`src/rtl/branch_resolve_ctrl_pkg.sv`:
```
// Shared encodings for the ID-stage branch scheduler: opcodes, REGIMM variants,
// comparator forward selects, FSM states and the branch decode helper.
package branch_resolve_ctrl_pkg;

  localparam logic [5:0] OP_BEQ    = 6'b000100;
  localparam logic [5:0] OP_BNE    = 6'b000101;
  localparam logic [5:0] OP_BLEZ   = 6'b000110;
  localparam logic [5:0] OP_BGTZ   = 6'b000111;
  localparam logic [5:0] OP_REGIMM = 6'b000001;

  localparam logic [4:0] RT_BLTZ   = 5'b00000;
  localparam logic [4:0] RT_BGEZ   = 5'b00001;
  localparam logic [4:0] RT_BLTZAL = 5'b10000;
  localparam logic [4:0] RT_BGEZAL = 5'b10001;

  localparam logic [1:0] FWD_RF  = 2'b00;
  localparam logic [1:0] FWD_MEM = 2'b01;
  localparam logic [1:0] FWD_WB  = 2'b10;

  typedef enum logic [1:0] {
    ST_IDLE    = 2'd0,
    ST_WAIT    = 2'd1,
    ST_RESOLVE = 2'd2
  } br_state_t;

  typedef struct packed {
    logic valid;
    logic uses_rt;
    logic link;
  } br_info_t;

  // Unrecognised opcodes/variants come back invalid: never taken, no link, no stall.
  function automatic br_info_t decode_br(input logic [5:0] op, input logic [4:0] rt);
    br_info_t info;
    info = '0;
    case (op)
      OP_BEQ, OP_BNE: begin
        info.valid   = 1'b1;
        info.uses_rt = 1'b1;
      end
      OP_BLEZ, OP_BGTZ: info.valid = 1'b1;
      OP_REGIMM: begin
        case (rt)
          RT_BLTZ, RT_BGEZ: info.valid = 1'b1;
          RT_BLTZAL, RT_BGEZAL: begin
            info.valid = 1'b1;
            info.link  = 1'b1;
          end
          default: ;
        endcase
      end
      default: ;
    endcase
    return info;
  endfunction

endpackage

```
`src/rtl/branch_resolve_ctrl_hazard_detect.sv`:
```
// branch_hazard_detect: combinational stall need and comparator forward selects
// for the branch operands currently in ID.
module branch_hazard_detect
  import branch_resolve_ctrl_pkg::*;
(
  input  logic       is_br,
  input  logic       uses_rt,
  input  logic [4:0] rs,
  input  logic [4:0] rt,
  input  logic       ex_regwrite,
  input  logic       ex_memtoreg,
  input  logic [4:0] ex_dst,
  input  logic       mem_regwrite,
  input  logic       mem_memtoreg,
  input  logic [4:0] mem_dst,
  input  logic       wb_regwrite,
  input  logic [4:0] wb_dst,
  output logic [1:0] need,
  output logic [1:0] fwd_a,
  output logic [1:0] fwd_b
);

  // An operand that is not read is folded onto $0, which never hazards.
  logic [4:0] ra, rb;
  assign ra = is_br ? rs : 5'd0;
  assign rb = (is_br && uses_rt) ? rt : 5'd0;

  logic [1:0] need_a, need_b;

  always_comb begin
    need_a = 2'd0;
    need_b = 2'd0;
    fwd_a  = FWD_RF;
    fwd_b  = FWD_RF;
    if (ra != 5'd0) begin
      if (ex_regwrite && ex_dst == ra)
        need_a = ex_memtoreg ? 2'd2 : 2'd1;
      else if (mem_regwrite && mem_memtoreg && mem_dst == ra)
        need_a = 2'd1;
      if (mem_regwrite && !mem_memtoreg && mem_dst == ra)
        fwd_a = FWD_MEM;
      else if (wb_regwrite && wb_dst == ra)
        fwd_a = FWD_WB;
    end
    if (rb != 5'd0) begin
      if (ex_regwrite && ex_dst == rb)
        need_b = ex_memtoreg ? 2'd2 : 2'd1;
      else if (mem_regwrite && mem_memtoreg && mem_dst == rb)
        need_b = 2'd1;
      if (mem_regwrite && !mem_memtoreg && mem_dst == rb)
        fwd_b = FWD_MEM;
      else if (wb_regwrite && wb_dst == rb)
        fwd_b = FWD_WB;
    end
  end

  assign need = (need_a > need_b) ? need_a : need_b;

endmodule

```
`src/rtl/branch_resolve_ctrl.sv`:
```
// ID-stage branch scheduler: stalls F/D until comparator operands are valid, then
// issues redirect/link. Optional statistics counters under BRANCH_STATS_EN.
//
// state   | meaning
// IDLE    | no branch pending; zero-need branch resolves in the same cycle
// WAIT    | counting down known stall cycles
// RESOLVE | re-check need; resolve when clear, otherwise stall again
module branch_resolve_ctrl
  import branch_resolve_ctrl_pkg::*;
#(
  parameter int MAX_WAIT = 2
) (
  input  logic        clk,
  input  logic        rst,
  input  logic        flush_i,
  input  logic        id_branch_i,
  input  logic [5:0]  id_op_i,
  input  logic [4:0]  id_rt_i,
  input  logic [4:0]  id_rs_i,
  input  logic        ex_regwrite_i,
  input  logic        ex_memtoreg_i,
  input  logic [4:0]  ex_dst_i,
  input  logic        mem_regwrite_i,
  input  logic        mem_memtoreg_i,
  input  logic [4:0]  mem_dst_i,
  input  logic        wb_regwrite_i,
  input  logic [4:0]  wb_dst_i,
  input  logic        cmp_y_i,
  output logic [1:0]  fwd_a_o,
  output logic [1:0]  fwd_b_o,
  output logic        stall_fd_o,
  output logic        flush_e_o,
  output logic        pc_src_o,
  output logic        link_o,
  output logic [31:0] stat_br_o,
  output logic [31:0] stat_taken_o,
  output logic [31:0] stat_stall_o
);

  localparam int CW = $clog2(MAX_WAIT + 1);

  br_info_t   info;
  logic       is_br;
  logic [1:0] need, fwd_a, fwd_b;
  br_state_t  state;
  logic [CW-1:0] cnt;
  logic       resolve;

  assign info  = decode_br(id_op_i, id_rt_i);
  assign is_br = id_branch_i & info.valid;

  branch_hazard_detect u_hazard (
    .is_br        (is_br),
    .uses_rt      (info.uses_rt),
    .rs           (id_rs_i),
    .rt           (id_rt_i),
    .ex_regwrite  (ex_regwrite_i),
    .ex_memtoreg  (ex_memtoreg_i),
    .ex_dst       (ex_dst_i),
    .mem_regwrite (mem_regwrite_i),
    .mem_memtoreg (mem_memtoreg_i),
    .mem_dst      (mem_dst_i),
    .wb_regwrite  (wb_regwrite_i),
    .wb_dst       (wb_dst_i),
    .need         (need),
    .fwd_a        (fwd_a),
    .fwd_b        (fwd_b)
  );

  // Redirect must land in the cycle the comparator result is valid, so outputs are decoded from state.
  always_comb begin
    stall_fd_o = 1'b0;
    flush_e_o  = 1'b0;
    resolve    = 1'b0;
    if (!rst && !flush_i) begin
      case (state)
        ST_IDLE: begin
          if (is_br) begin
            if (need != 2'd0) begin
              stall_fd_o = 1'b1;
              flush_e_o  = 1'b1;
            end else begin
              resolve = 1'b1;
            end
          end
        end
        ST_WAIT: begin
          stall_fd_o = 1'b1;
          flush_e_o  = 1'b1;
        end
        ST_RESOLVE: begin
          if (need != 2'd0) begin
            stall_fd_o = 1'b1;
            flush_e_o  = 1'b1;
          end else if (is_br) begin
            resolve = 1'b1;
          end
        end
        default: ;
      endcase
    end
  end

  assign pc_src_o = resolve & cmp_y_i;
  assign link_o   = resolve & info.link;
  assign fwd_a_o  = rst ? FWD_RF : fwd_a;
  assign fwd_b_o  = rst ? FWD_RF : fwd_b;

  always_ff @(posedge clk) begin
    if (rst || flush_i) begin
      state <= ST_IDLE;
      cnt   <= '0;
    end else begin
      case (state)
        ST_IDLE: begin
          if (is_br && need != 2'd0) begin
            cnt   <= CW'(need - 2'd1);
            state <= (need > 2'd1) ? ST_WAIT : ST_RESOLVE;
          end
        end
        ST_WAIT: begin
          if (cnt <= CW'(1)) begin
            cnt   <= '0;
            state <= ST_RESOLVE;
          end else begin
            cnt <= cnt - CW'(1);
          end
        end
        ST_RESOLVE: begin
          if (need == 2'd0) state <= ST_IDLE;
        end
        default: begin
          state <= ST_IDLE;
          cnt   <= '0;
        end
      endcase
    end
  end

`ifdef BRANCH_STATS_EN
  logic [31:0] n_br, n_taken, n_stall;

  always_ff @(posedge clk) begin
    if (rst) begin
      n_br    <= '0;
      n_taken <= '0;
      n_stall <= '0;
    end else begin
      if (resolve)    n_br    <= n_br + 32'd1;
      if (pc_src_o)   n_taken <= n_taken + 32'd1;
      if (stall_fd_o) n_stall <= n_stall + 32'd1;
    end
  end

  assign stat_br_o    = rst ? 32'd0 : n_br;
  assign stat_taken_o = rst ? 32'd0 : n_taken;
  assign stat_stall_o = rst ? 32'd0 : n_stall;
`else
  assign stat_br_o    = 32'd0;
  assign stat_taken_o = 32'd0;
  assign stat_stall_o = 32'd0;
`endif

endmodule

```
`config.mk`:
```
export PLATFORM = sky130hd
export DESIGN_NAME = branch_resolve_ctrl
export DESIGN_NICKNAME = d
export VERILOG_FILES = /design/src/rtl/branch_resolve_ctrl_pkg.sv /design/src/rtl/branch_resolve_ctrl_hazard_detect.sv /design/src/rtl/branch_resolve_ctrl.sv
export SDC_FILE = /design/constraint.sdc
export NUM_CORES = 1
export LEC_CHECK = 0
export ABC_AREA = 1
export BUFFER_PORTS_ARGS = -buffer_cell sky130_fd_sc_hd__buf_2
export CAP_MARGIN = 20
export CORE_ASPECT_RATIO = 0.8
export CORE_MARGIN = 2
export CORE_UTILIZATION = 37
export CTS_CLUSTER_SIZE = 20
export DETAILED_ROUTE_END_ITERATION = 12
export PLACE_DENSITY = 0.78
export SETUP_SLACK_MARGIN = 0.02
export SYNTH_ARGS = -nofsm -noshare
export SYNTH_HDL_FRONTEND = slang
export SYNTH_SLANG_ARGS = --single-unit
export TNS_END_PERCENT = 10
```
`constraint.sdc`:
```
create_clock -name clk -period 3 [get_ports clk]
set_input_delay 0.15 -clock clk [delete_from_list [all_inputs] [get_ports clk]]
set_output_delay 0.15 -clock clk [all_outputs]
set_load 0.03 [all_outputs]
```
# --- Yosys cells after proc, flatten, opt, wreduce, memory -nomap -nowiden ---
# Cells that the tools add are included.
op_classes:
  n_addsub: 2
  magnitude_cmp: 3
  eq_ne: 19
  n_mux: 41
  bitwise_logic: 4
  reduce_logical: 29
op_table:
  columns: ["cell", "count"]
  rows:
  - ["2-bit two-way mux", 20]
  - ["5-bit == test", 6]
  - ["6-bit by 3-bit == test with 1-bit output (second input constant)", 4]
  - ["1-bit two-way mux", 14]
  - ["1-bit logical AND", 13]
  - ["2-bit one-hot mux with 3 select lines", 2]
  - ["5-bit == test (second input constant)", 2]
  - ["5-bit two-way mux", 2]
  - ["5-bit nonzero test", 2]
  - ["4-bit OR reduction", 2]
  - ["6-bit by 1-bit == test with 1-bit output (second input constant)", 1]
  - ["2-bit != test (second input constant)", 3]
  - ["5-bit by 1-bit == test with 1-bit output (second input constant)", 1]
  - ["5-bit zero test", 1]
  - ["2-bit zero test", 2]
  - ["1-bit one-hot mux with 2 select lines", 2]
  - ["2-bit OR reduction", 2]
  - ["2-bit by 1-bit subtractor with 2-bit output (second input constant)", 2]
  - ["1-bit AND", 3]
  - ["1-bit zero test", 3]
  - ["1-bit one-hot mux with 3 select lines", 1]
  - ["3-bit AND reduction", 1]
  - ["2-bit by 1-bit == test with 1-bit output (second input constant)", 1]
  - ["2-bit == test (second input constant)", 1]
  - ["7 further kinds", 7]
word_totals:
  register_bits: 4
  output_inout_bits: 104
  wordCells: 100

# --- Longest topological paths before layout ---
# Gate-level depths: netlist (run 1).
depth:
  ltp_word: 20
  ltp_mapped: 26
  depth_no_buf: 25

# --- Hierarchy ---
# Synthesis (run 1) repeated with hierarchy kept, for this count alone.
hier_totals:
  cells_unflattened: 329
  hier_area_um2: 2035.7
modules_own_cells:
  columns: ["mod", "n_inst", "cells_each", "area_per_inst_um2", "seq_area_each_um2"]
  rows:
  - ["branch_resolve_ctrl", 1, 175, 1181.1, 80.1]
  - ["branch_hazard_detect", 1, 154, 854.6, 0.0]

# --- Worst setup path after synthesis (run 1) ---
# No wires, ideal clock.
synth_path:
  path_type: "input to output"
  startpoint: "input port id_op_i[2]"
  endpoint: "output port stall_fd_o"
  arrival_ns: 3.159
  setup_slack_ns: -0.309
  stages: 21
  path_buffers: 2
  path_cell_list: "nand3b_1 -> o21bai_4 -> buf_12 -> nand4_1 -> nand2_1 -> nand2_1 -> nor2_2 -> nand3_1 -> nor2_1 -> inv_1 -> ha_1 -> nor2_1 -> o21a_1 -> nand2_1 -> o21ai_1 -> ha_1 -> or2_1 -> nand2_1 -> inv_1 -> nor2_1 -> buf_4"
synth_between:
  elab_chain_len: 18
synth_rtl:
  columns: ["element", "line", "source"]
  rows:
  - ["from (decl)", "branch_resolve_ctrl.sv:17", "input logic [5:0] id_op_i,"]
  - ["6-bit by 3-bit == test with 1-bit output", "branch_resolve_ctrl_pkg.sv:36", "case (op)"]
  - ["4-bit OR reduction (no source line)", null, null]
  - ["1-bit one-hot mux with 2 select lines", "branch_resolve_ctrl_pkg.sv:36", null]
  - ["1-bit AND", "branch_resolve_ctrl.sv:50", "assign is_br = id_branch_i & info.valid;"]
  - ["1-bit logical AND", "branch_resolve_ctrl_hazard_detect.sv:26", "assign rb = (is_br && uses_rt) ? rt : 5'd0;"]
  - ["5-bit two-way mux", "branch_resolve_ctrl_hazard_detect.sv:26", null]
  - ["5-bit == test", "branch_resolve_ctrl_hazard_detect.sv:48", "else if (mem_regwrite && mem_memtoreg && mem_dst == rb)"]
  - ["1-bit logical AND", "branch_resolve_ctrl_hazard_detect.sv:48", null]
  - ["1-bit two-way mux", "branch_resolve_ctrl_hazard_detect.sv:48", null]
  - ["2-bit two-way mux", "branch_resolve_ctrl_hazard_detect.sv:46", "if (ex_regwrite && ex_dst == rb)"]
  - ["2-bit two-way mux", "branch_resolve_ctrl_hazard_detect.sv:45", "if (rb != 5'd0) begin"]
  - ["2-bit greater-than comparator", "branch_resolve_ctrl_hazard_detect.sv:57", "assign need = (need_a > need_b) ? need_a : need_b;"]
  - ["2-bit two-way mux", "branch_resolve_ctrl_hazard_detect.sv:57", null]
  - ["2-bit nonzero test", "branch_resolve_ctrl.sv:79, branch_resolve_ctrl.sv:92", null]
  - ["1-bit two-way mux (2 in a row)", null, null]
  - ["1-bit one-hot mux with 3 select lines (*)", null, null]
  - ["1-bit two-way mux (*)", null, null]
  - ["to (decl)", "branch_resolve_ctrl.sv:31", "output logic stall_fd_o,"]
# Every way passes the cells marked *; elsewhere a longest branch is shown, timed or not.

# --- Worst setup path in the final report (run 1) ---
layout_path:
  startpoint: "input port id_op_i[2]"
  endpoint: "output port link_o"
layout_between:
  elab_chain_len: 19
layout_rtl:
  columns: ["element", "line", "source"]
  rows:
  - ["6-bit by 3-bit == test with 1-bit output", "branch_resolve_ctrl_pkg.sv:36", null]
  - ["4-bit OR reduction (no source line)", null, null]
  - ["1-bit one-hot mux with 2 select lines", "branch_resolve_ctrl_pkg.sv:36", null]
  - ["1-bit AND", "branch_resolve_ctrl.sv:50", null]
  - ["1-bit logical AND", "branch_resolve_ctrl_hazard_detect.sv:26", null]
  - ["5-bit two-way mux", "branch_resolve_ctrl_hazard_detect.sv:26", null]
  - ["5-bit == test", "branch_resolve_ctrl_hazard_detect.sv:48", null]
  - ["1-bit logical AND", "branch_resolve_ctrl_hazard_detect.sv:48", null]
  - ["(+3 left out)", null, null]
  - ["2-bit greater-than comparator", "branch_resolve_ctrl_hazard_detect.sv:57", null]
  - ["2-bit two-way mux", "branch_resolve_ctrl_hazard_detect.sv:57", null]
  - ["2-bit nonzero test", "branch_resolve_ctrl.sv:79, branch_resolve_ctrl.sv:92", null]
  - ["1-bit two-way mux", "branch_resolve_ctrl.sv:79", "if (need != 2'd0) begin"]
  - ["1-bit two-way mux", "branch_resolve_ctrl.sv:78", "if (is_br) begin"]
  - ["1-bit one-hot mux with 2 select lines", "branch_resolve_ctrl.sv:76", "case (state)"]
  - ["1-bit two-way mux", "branch_resolve_ctrl.sv:75", "if (!rst && !flush_i) begin"]
  - ["1-bit AND (*)", "branch_resolve_ctrl.sv:105", "assign link_o = resolve & info.link;"]
  - ["to (decl)", "branch_resolve_ctrl.sv:34", "output logic link_o,"]
# Marks and branches as above.

==> results of run 1 <==
[where the power goes]
group / switching [mW] / internal [mW] / total [mW]
registers: 0.00000627 / 0.0536 / 0.0536
clock network: 0.0261 / 0.0854 / 0.111
logic: 0.233 / 0.0668 / 0.300
total: 0.259 / 0.206 / 0.465
[cell usage in the layout (no fill, tap or decap), types with 5 or more instances in the layout]
cell type  Yosys  layout
inv_1         39      33
buf_4         98      64
xor2_1        10      10
nand2_2        2       6
nor2_2         4       7
nor2_1        18       9
nand4_1       14      14
a21oi_1        7       6
buf_2          0      40
nand3_1       13       7
buf_6          0       9
nand2_1       44      39
nand3_2        0       5
inv_2          2       7
conb_1         1      96
o21ai_0        8       7
nor2_4         4      10
[routing by layer]
layer | track usage | share of wire
met1 | 0.2020 | 0.40
met2 | 0.2933 | 0.51
met3 | 0.02292 | 0.079
met4 | 0.02381 | 0.012
met5 | 0 | 0
[sequential cells by signal, indices dropped and copies added (netlist names)]
| register | cells |
|---|---|
| cnt | 2 |
| state | 2 |
[logic make-up after synthesis]
logic type | after synthesis
other cells | 1
simple gates | 116
fa+ha+maj | 4
xor+xnor | 14
compound gates | 22
buf+inv | 140
flops | 4
[area by class of cell]
cell class	count	area [um^2]
Clock buffer	3	41.29
Timing Repair Buffer	114	797.0
Inverter	41	158.9
Fill cell	468	2392
Tap cell	62	77.57
Sequential cell	4	80.08
Multi-Input combinational cell	252	1460
[path summary, 6_finish.rpt]
path,to,slack (ps),cells after the start
max,link_o,-260,21
min reg2reg,cnt[1]$_SDFFE_PN0P_,480,2
min,cnt[0]$_SDFFE_PN0P_,300,4
max reg2reg,state[1]$_SDFFE_PN0P_,1650,5
[repair_timing]
action,4_1_cts,5_1_grt
buffers inserted,22,9
pin swaps,18,30
setup endpoints to repair,8,8
gates resized for setup,25,35
[through the flow]
step / worst slack (ps) / setup TNS (ps)
after floorplan: -151.4 / -151.4
after global placement: -231.6 / -1537
after detailed placement: -372.8 / -2582
after CTS: -139.7 / -651.6
after global routing: -444.4 / -2929
final: -264.9 / -1587
[Yosys cell counts, drive strengths merged, types with 4 or more instances]
master  instances
a21oi           8
buf            99
dfxtp           4
ha              4
inv            41
nand2          47
nand3          16
nand4          14
nor2           26
nor3            6
o21ai           9
xnor2           4
xor2           10
[worst register-to-register path, stage by stage (launching register included)]
cell and delay (ps):
dfxtp_1 480, inv_1 90, nor3_1 370, nor3_4 90, a21oi_1 150, nor2_1 50
==> results.toml, run 1 <==
[layout]
final_util = 0.5222
layout.nets = 461
area_growth_pct = 36.07
final_cell_area_um2 = 2615
stdcell_count = 476
drive_gt1_frac = 0.4082
antenna_cells = 0

[clocking]
h-tree-depth = 1
clock_latency_ps = 220
cts-buffers-inserted = 3
cts_sinks = 4
clkTransAtPathRegs_ps = 30
root_buffer = "clkbuf_8"
ctsHoldBuffers = 0
clockBufferDepth = 2
cts_tree = "done"

[synthesis]
ys_types = 34
synth_enable_flop_cells = 0
synth_seq_cells = 4
syn-cell-area_um2 = 1922
syn_avg_cell_area_um2 = 6.385
synth-async-reset-ratio = 0
synth.area.mux_share = 0
synth_cells = 301
ys_warn_count = 0
synth-main-ff-cell = "dfxtp_1"
synth_area_leader_cell = "buf_4"
synth_area_leaders = "buf_4 38%, nand2_1 8.6%, inv_1 7.6%, nand4_1 4.6%, xor2_1 4.6%"
netlist.area_leader.share = 0.3828
synth_xor_area_frac = 0.06380
ys_seq_area_frac = 0.04167
synth_compound_area_frac = 0.07227
synth_top_family_by_area = "buffers and inverters"
synth-simple-area-share = 0.3210
yosys.area_share.adder = 0.02604

[min_path]
hold_path_class = "in -> reg"
min_from = "flush_i"

[global_routing]
grt_start_max_net_pins = 8
grt_pass1_wl_mm = 7.424
antenna_found_initial = 0
grt_overflow = 0
first_global_vias = 1707
grt_usage = 0.1585

[power]
powerDensity_nw_per_um2 = 177.7
power_leakage_nw = 1.441
ir_worst_vdd_uv = 227.6
total_power_mw = 0.4648

[timing]
slew_violations = 0
hold_ws_ps = 299.4
fin_skew_ps = 3.523
setup_viol = 8
post-route-period-util = 1.088
fin_crit_ps = 3265
worst_slack_ps = -264.9
hold_violations = 0
fmax_mhz = 306.3
rsz0062_at_grt = "yes"

[critical_path]
crit_start = "id_op_i[2]"
worstSetupEndpointType = "output port"
cp.arrival_ps = 3110
worst-path-max-fanout = 5
reg2reg_from = "state[1]$_SDFFE_PN0P_"
slowest_stage = "ha_4"
path_cells = "buf_6 -> nand3b_1 -> o21bai_4 -> buf_6 -> nand4_1 -> nand2_1 -> nand2_1 -> nor2_2 -> nand3_2 -> nor2_4 -> inv_2 -> ha_4 -> inv_2 -> nand2_2 -> o21a_1 -> nand2_1 -> o21ai_1 -> ha_2 -> nand4_1 -> nor4_2 -> buf_4"
worstPathRequired_ps = 2850
start_kind = "primary input"
crit_type = "in -> out"
critical_path_buf_inv_count = 5
cp_common_cell = "nand2_1"
crit_family = "simple AND/OR/NAND/NOR gates"
slowest_delay_ps = 280

[place]
place_hpwl_mm = 3.815
place_inst = 442
place_congestion = 0.9192
place_area_um2 = 2112
numPortBuffers = 48

[flow_run]
drv_cap = 0

[floorplanning]
num_rows = 23
die_area_um2 = 5790
io_pins = 145
die_h_um = 68.46
initial_utilization = 0.3838
die_width_um = 84.58
core_um2 = 5007

[drt]
ant_nets = 0
via_per_inst = 4.158
avgRoutedWirePerCell_um = 10.64
dr.pass1.iters = 4
drt_iter0_drc = 86
vias = 1979
drc = 0
wl_mm = 5.067

[status]
status = "finished, violations left"
violations = "setup timing"
(Power assumes the default switching activity.)
==> run 2, diff against run 1 <==
Settings changed: CORE_UTILIZATION 37 to 40, PLACE_DENSITY 0.78 to 0.8, SETUP_SLACK_MARGIN 0.02 to 0.05.
Clock period 3 ns to 3.2 ns, I/O delays scaled along.
==> run 2 against run 1 <==
Cell area fell by 12%. Clock power fell by 7%. Largest cell class unchanged. Combinational power fell by 11%. The run now ends clean. Die area fell by 7.1%. Non-clock buffer count fell by 25. Via count fell by 5.9%.
==> results.toml, run 2 (synthesized netlist as in run 1, its figures left out) <==
[clocking]
cts_sinks = 4
cts_tree = "done"
root_buffer = "clkbuf_8"
clock_latency_ps = 210
h-tree-depth = 1
clkTransAtPathRegs_ps = 30
ctsHoldBuffers = 0
cts-buffers-inserted = 3
clockBufferDepth = 2

[timing]
hold_violations = 0
post-route-period-util = 0.9951
rsz0062_at_grt = "yes"
fin_skew_ps = 0.6122
worst_slack_ps = 15.80
fmax_mhz = 314.1
slew_violations = 0
fin_tns_setup_ps = 0
setup_viol = 0
fin_crit_ps = 3184

[layout]
layout.nets = 436
antenna_cells = 0
drive_gt1_frac = 0.3342
area_growth_pct = 19.27
reg.largest.list = "cnt: 2 flops, state: 2 flops"
final_util = 0.4986
nFillCells = 464
final_cell_mix = "96 x conb_1, 43 x buf_2, 41 x nand2_1"
final_common_cell = "conb_1"

[global_routing]
antenna_found_initial = 0
first_global_vias = 1469
grt_pass1_wl_mm = 6.423
grt_start_max_net_pins = 13
grt_usage = 0.1522
grt_overflow = 0

[critical_path]
worst-path-max-fanout = 5
worstSetupEndpointType = "output port"
reg2reg_from = "state[1]$_SDFFE_PN0P_"
crit_type = "in -> out"
crit_start = "id_rt_i[3]"
cp.arrival_ps = 3020
worstPathRequired_ps = 3040
start_kind = "primary input"

[floorplanning]
die_width_um = 81.50
initial_utilization = 0.4181
die_area_um2 = 5378
core_um2 = 4597
num_rows = 22
die_h_um = 66.00
io_pins = 145

[power]
power_leakage_nw = 1.331
ir_worst_vdd_uv = 182.8
powerDensity_nw_per_um2 = 182.8
total_power_mw = 0.4191

[drt]
drt_iter0_drc = 115
drc = 0
dr.pass1.iters = 4
avgRoutedWirePerCell_um = 10.31
ant_nets = 0
vias = 1863
top_layer_used = "met4"
via_per_inst = 4.149
wl_met3_um = 373
wl_met2_mm = 2.260
m1WireLength_mm = 1.978
wl_mm = 4.631

[flow_run]
drv_cap = 0

[place]
post-place-ws_ps = -79.56
place_hpwl_mm = 3.690
place_congestion = 0.8918
numPortBuffers = 48

[min_path]
min_from = "flush_i"
hold_path_class = "in -> reg"

[status]
status = "finished, final reports clean"
## run 2: cell type report
cell class	instances	area [um^2]	area share
Multi-Input combinational cell	252	1355	0.5912
Timing Repair Buffer	89	586.8	0.2560
Inverter	41	153.9	0.06714
Sequential cell	4	80.08	0.03493
Tap cell	60	75.07	0.03275
Clock buffer	3	41.29	0.01801
## run 2: worst paths after layout
check / endpoint / slack (ps) / depth (start not counted)
setup / recovery: stall_fd_o / 20 / 23
setup reg to reg: state[1]$_SDFFE_PN0P_ / 2030 / 6
hold / removal: cnt[0]$_SDFFE_PN0P_ / 300 / 4
hold reg to reg: cnt[1]$_SDFFE_PN0P_ / 460 / 2
## run 2: metrics by stage
| step | area, um^2 | hold WS, ps | std cells |
|---|---|---|---|
| 2_1_floorplan | 2287 | 380.2 | 396 |
| 3_3_place_gp | 2027 | 456.2 | 429 |
| 3_5_place_dp | 2027 | 455.7 | 429 |
| 4_1_cts | 2227 | 295.1 | 446 |
| 5_1_grt | 2292 | 325.1 | 449 |
| 6_report | 2292 | 301.9 | 449 |
## run 2: worst max-delay path: stages
cell and delay, ps:
buf_2 120, nor2_2 130, nand3_2 120, o21bai_4 170, buf_6 150, buf_6 100, nand3_4 80, buf_4 150
nand4_1 130, inv_2 90, nor2_4 120, inv_1 50, ha_1 290, nor2_1 40, o21a_1 190, nand2_1 70
o21ai_1 70, ha_2 190, or2_1 220, nand2_1 80, inv_2 60, nor2_4 100, buf_6 140
## run 2: per-layer routing
metal	up-vias	global-route usage
met5	-	0
met1	833	0.2047
li1	940	-
met4	0	0.01695
met2	88	0.2602
met3	2	0.02596
## run 2: where the power goes
| part | switching (mW) | internal, mW | leakage (nW) | total [mW] |
|---|---|---|---|---|
| clock | 0.0228 | 0.0799 | 0.0216 | 0.103 |
| sequential | 0.00000429 | 0.0503 | 0.0322 | 0.0503 |
| combinational | 0.213 | 0.0533 | 1.28 | 0.266 |
## run 2: what timing repair did
| item | CTS | global route |
|---|---|---|
| setup endpoints to repair | 3 | 8 |
| gates resized for setup | 16 | 15 |
| pin swaps | 8 | 12 |
| setup buffers | 14 | 4 |
| cloned | 0 | 0 |
==> run 3, diff against run 2 <==
Clock period 3.2 ns to 3.3 ns, I/O delays scaled along.
==> run 3 against run 2 <==
The flow now finishes with violations (setup timing). Cell count is 4.9% lower. Critical path depth fell by 1. Non-clock buffer count decreased by 22. Sequential power down 3%. Hold slack worse by 4.3 ps. Utilization shrank 1.5 points. Cell area is 3.1% lower. Clock power hardly changed.
==> results.toml, run 3 (synthesized netlist as in run 1, its figures left out) <==
[power]
comb_power_share = 0.629
p_int_mw = 0.1728
power.switching_mw = 0.2312
clockPowerShare = 0.250
powerDensity_nw_per_um2 = 181.8
power_leakage_nw = 1.238
pwr-share-seq = 0.121
swShare = 0.5723
ir_worst_vdd_uv = 141.3

[clocking]
cts_sinks = 4
cts_tree = "done"
cts-buffers-inserted = 3
clockBufferDepth = 2
clock_latency_ps = 220
ctsHoldBuffers = 0
clkTransAtPathRegs_ps = 30
root_buffer = "clkbuf_8"
h-tree-depth = 1

[drt]
vias = 1773
drt_iter0_drc = 104
avgRoutedWirePerCell_um = 10.51
ant_nets = 0
wl_mm = 4.487
via_per_inst = 4.152
dr.pass1.iters = 4
drc = 0

[timing]
max_slew_margin = 0.6122
hold_ws_ps = 297.6
setup_viol = 1
rsz0062_at_grt = "yes"
fmax_mhz = 302.3
worstMarginPinSlew_ps = 576.4
fin_crit_ps = 3308
fin_skew_ps = 3.903
post-route-period-util = 1.002
slew_violations = 0
worst_slack_ps = -7.553
hold_violations = 0

[critical_path]
reg2reg_from = "state[1]$_SDFFE_PN0P_"
worst-path-max-fanout = 6
r2r-end = "cnt[0]$_SDFFE_PN0P_"
r2r_setup_slack_ps = 2110
worstSetupEndpointType = "output port"
crit_start = "id_op_i[2]"
rr_worst_depth = 5
worstPathRequired_ps = 3130
critPathCapture = "link_o"
start_kind = "primary input"
cp.arrival_ps = 3140
crit_type = "in -> out"

[layout]
drive_gt1_frac = 0.3188
antenna_cells = 0
final_cell_mix = "96 x conb_1, 42 x nand2_1, 42 x buf_2"
layout.nets = 414
final_common_cell = "conb_1"
stdcell_count = 427
area_growth_pct = 15.62
nFillCells = 448
reg.largest.list = "cnt: 2 flops, state: 2 flops"
final_cell_area_um2 = 2222

[status]
violations = "setup timing"
status = "finished, violations left"

[global_routing]
grt_overflow = 0
first_global_vias = 1408
antenna_found_initial = 0
grt_pass1_wl_mm = 6.203
grt_usage = 0.1442
grt_start_max_net_pins = 13

[floorplanning]
io_pins = 145
core_um2 = 4597
num_rows = 22
initial_utilization = 0.4181
die_width_um = 81.50
die_area_um2 = 5378
die_h_um = 66.00

[place]
post-place-ws_ps = -120.4
place_hpwl_mm = 3.555
place_congestion = 0.9538
place_inst = 412
numPortBuffers = 48
place_area_um2 = 1893

[min_path]
hold_path_class = "in -> reg"

[flow_run]
drv_cap = 0
run 3: changes by cell type in the layout (fill, tap and decap cells not counted), moves of 2 or more:
cell	change
and3_1	-2
buf_4	-21
buf_6	-2
ha_1	-2
ha_4	+2
inv_1	-3
inv_4	+2
nand2_2	-2
nor2_1	-2
nor2_2	-2
nor2_4	+4
o21ai_1	-2
run 3: repair_timing:
action                     4_1_cts  5_1_grt
setup endpoints to repair        4        8
pin swaps                        7       25
resized for setup               14       35
setup buffers                    6        6
run 3: worst min path at each step:
stage                             start                   to  slack, ps  cells past startpoint
floorplan                       flush_i  cnt[0]$_SDFFE_PN0P_        390                      3
global placement    cnt[1]$_SDFFE_PN0P_  cnt[1]$_SDFFE_PN0P_        460                      2
detailed placement  cnt[1]$_SDFFE_PN0P_  cnt[1]$_SDFFE_PN0P_        460                      2
CTS                             flush_i  cnt[0]$_SDFFE_PN0P_        290                      4
global route                    flush_i  cnt[0]$_SDFFE_PN0P_        360                      4
finish                          flush_i  cnt[0]$_SDFFE_PN0P_        300                      4
run 3: layout make-up:
cell class	instances	area, um^2	share of cell area
timing repair buffer	67	436.7	0.1965
multi-input combinational	252	1430	0.6436
inverter	41	158.9	0.07151
tap	60	75.07	0.03378
sequential	4	80.08	0.03604
clock buffer	3	41.29	0.01858
run 3: routing by layer:
layer	routed length (um)	up-vias	track usage
met5	0	-	0
met4	0	0	0.01695
met3	318	0	0.02596
met2	2214	78	0.2346
met1	1954	800	0.2026
li1	-	895	-
run 3: through the flow:
step           total power, mW    util  setup TNS, ps
6_report                0.4040  0.4834         -7.553
5_1_grt                 0.4302  0.4834         -597.1
2_1_floorplan           0.3265       -         -27.20
4_1_cts                 0.3927  0.4434              0
3_5_place_dp            0.2823  0.4118         -564.1
3_3_place_gp            0.2812  0.4118         -45.17
run 3: power by group through the flow:
stage / Combinational (mW) / Sequential [mW] / Clock [mW]
6_report: 0.254 / 0.0487 / 0.101
5_1_grt: 0.272 / 0.0487 / 0.110
4_1_cts: 0.239 / 0.0487 / 0.105
3_5_place_dp: 0.233 / 0.0494 / 0
3_3_place_gp: 0.232 / 0.0494 / 0
2_1_floorplan: 0.277 / 0.0494 / 0
run 3: critical path: stages:
cell      delay, ps
buf_2           110
nand3b_1        210
o21bai_4        270
buf_6           160
buf_12          100
nand2_1          50
inv_1            80
o21ai_0          80
nand4_1         110
inv_2            80
nor2_4          120
inv_1            70
ha_4            280
inv_2            30
nand2_1          50
o21a_1          180
nand2_1          80
o21ai_2          70
ha_2            230
nand4_1         140
nor4_1          260
buf_4           210
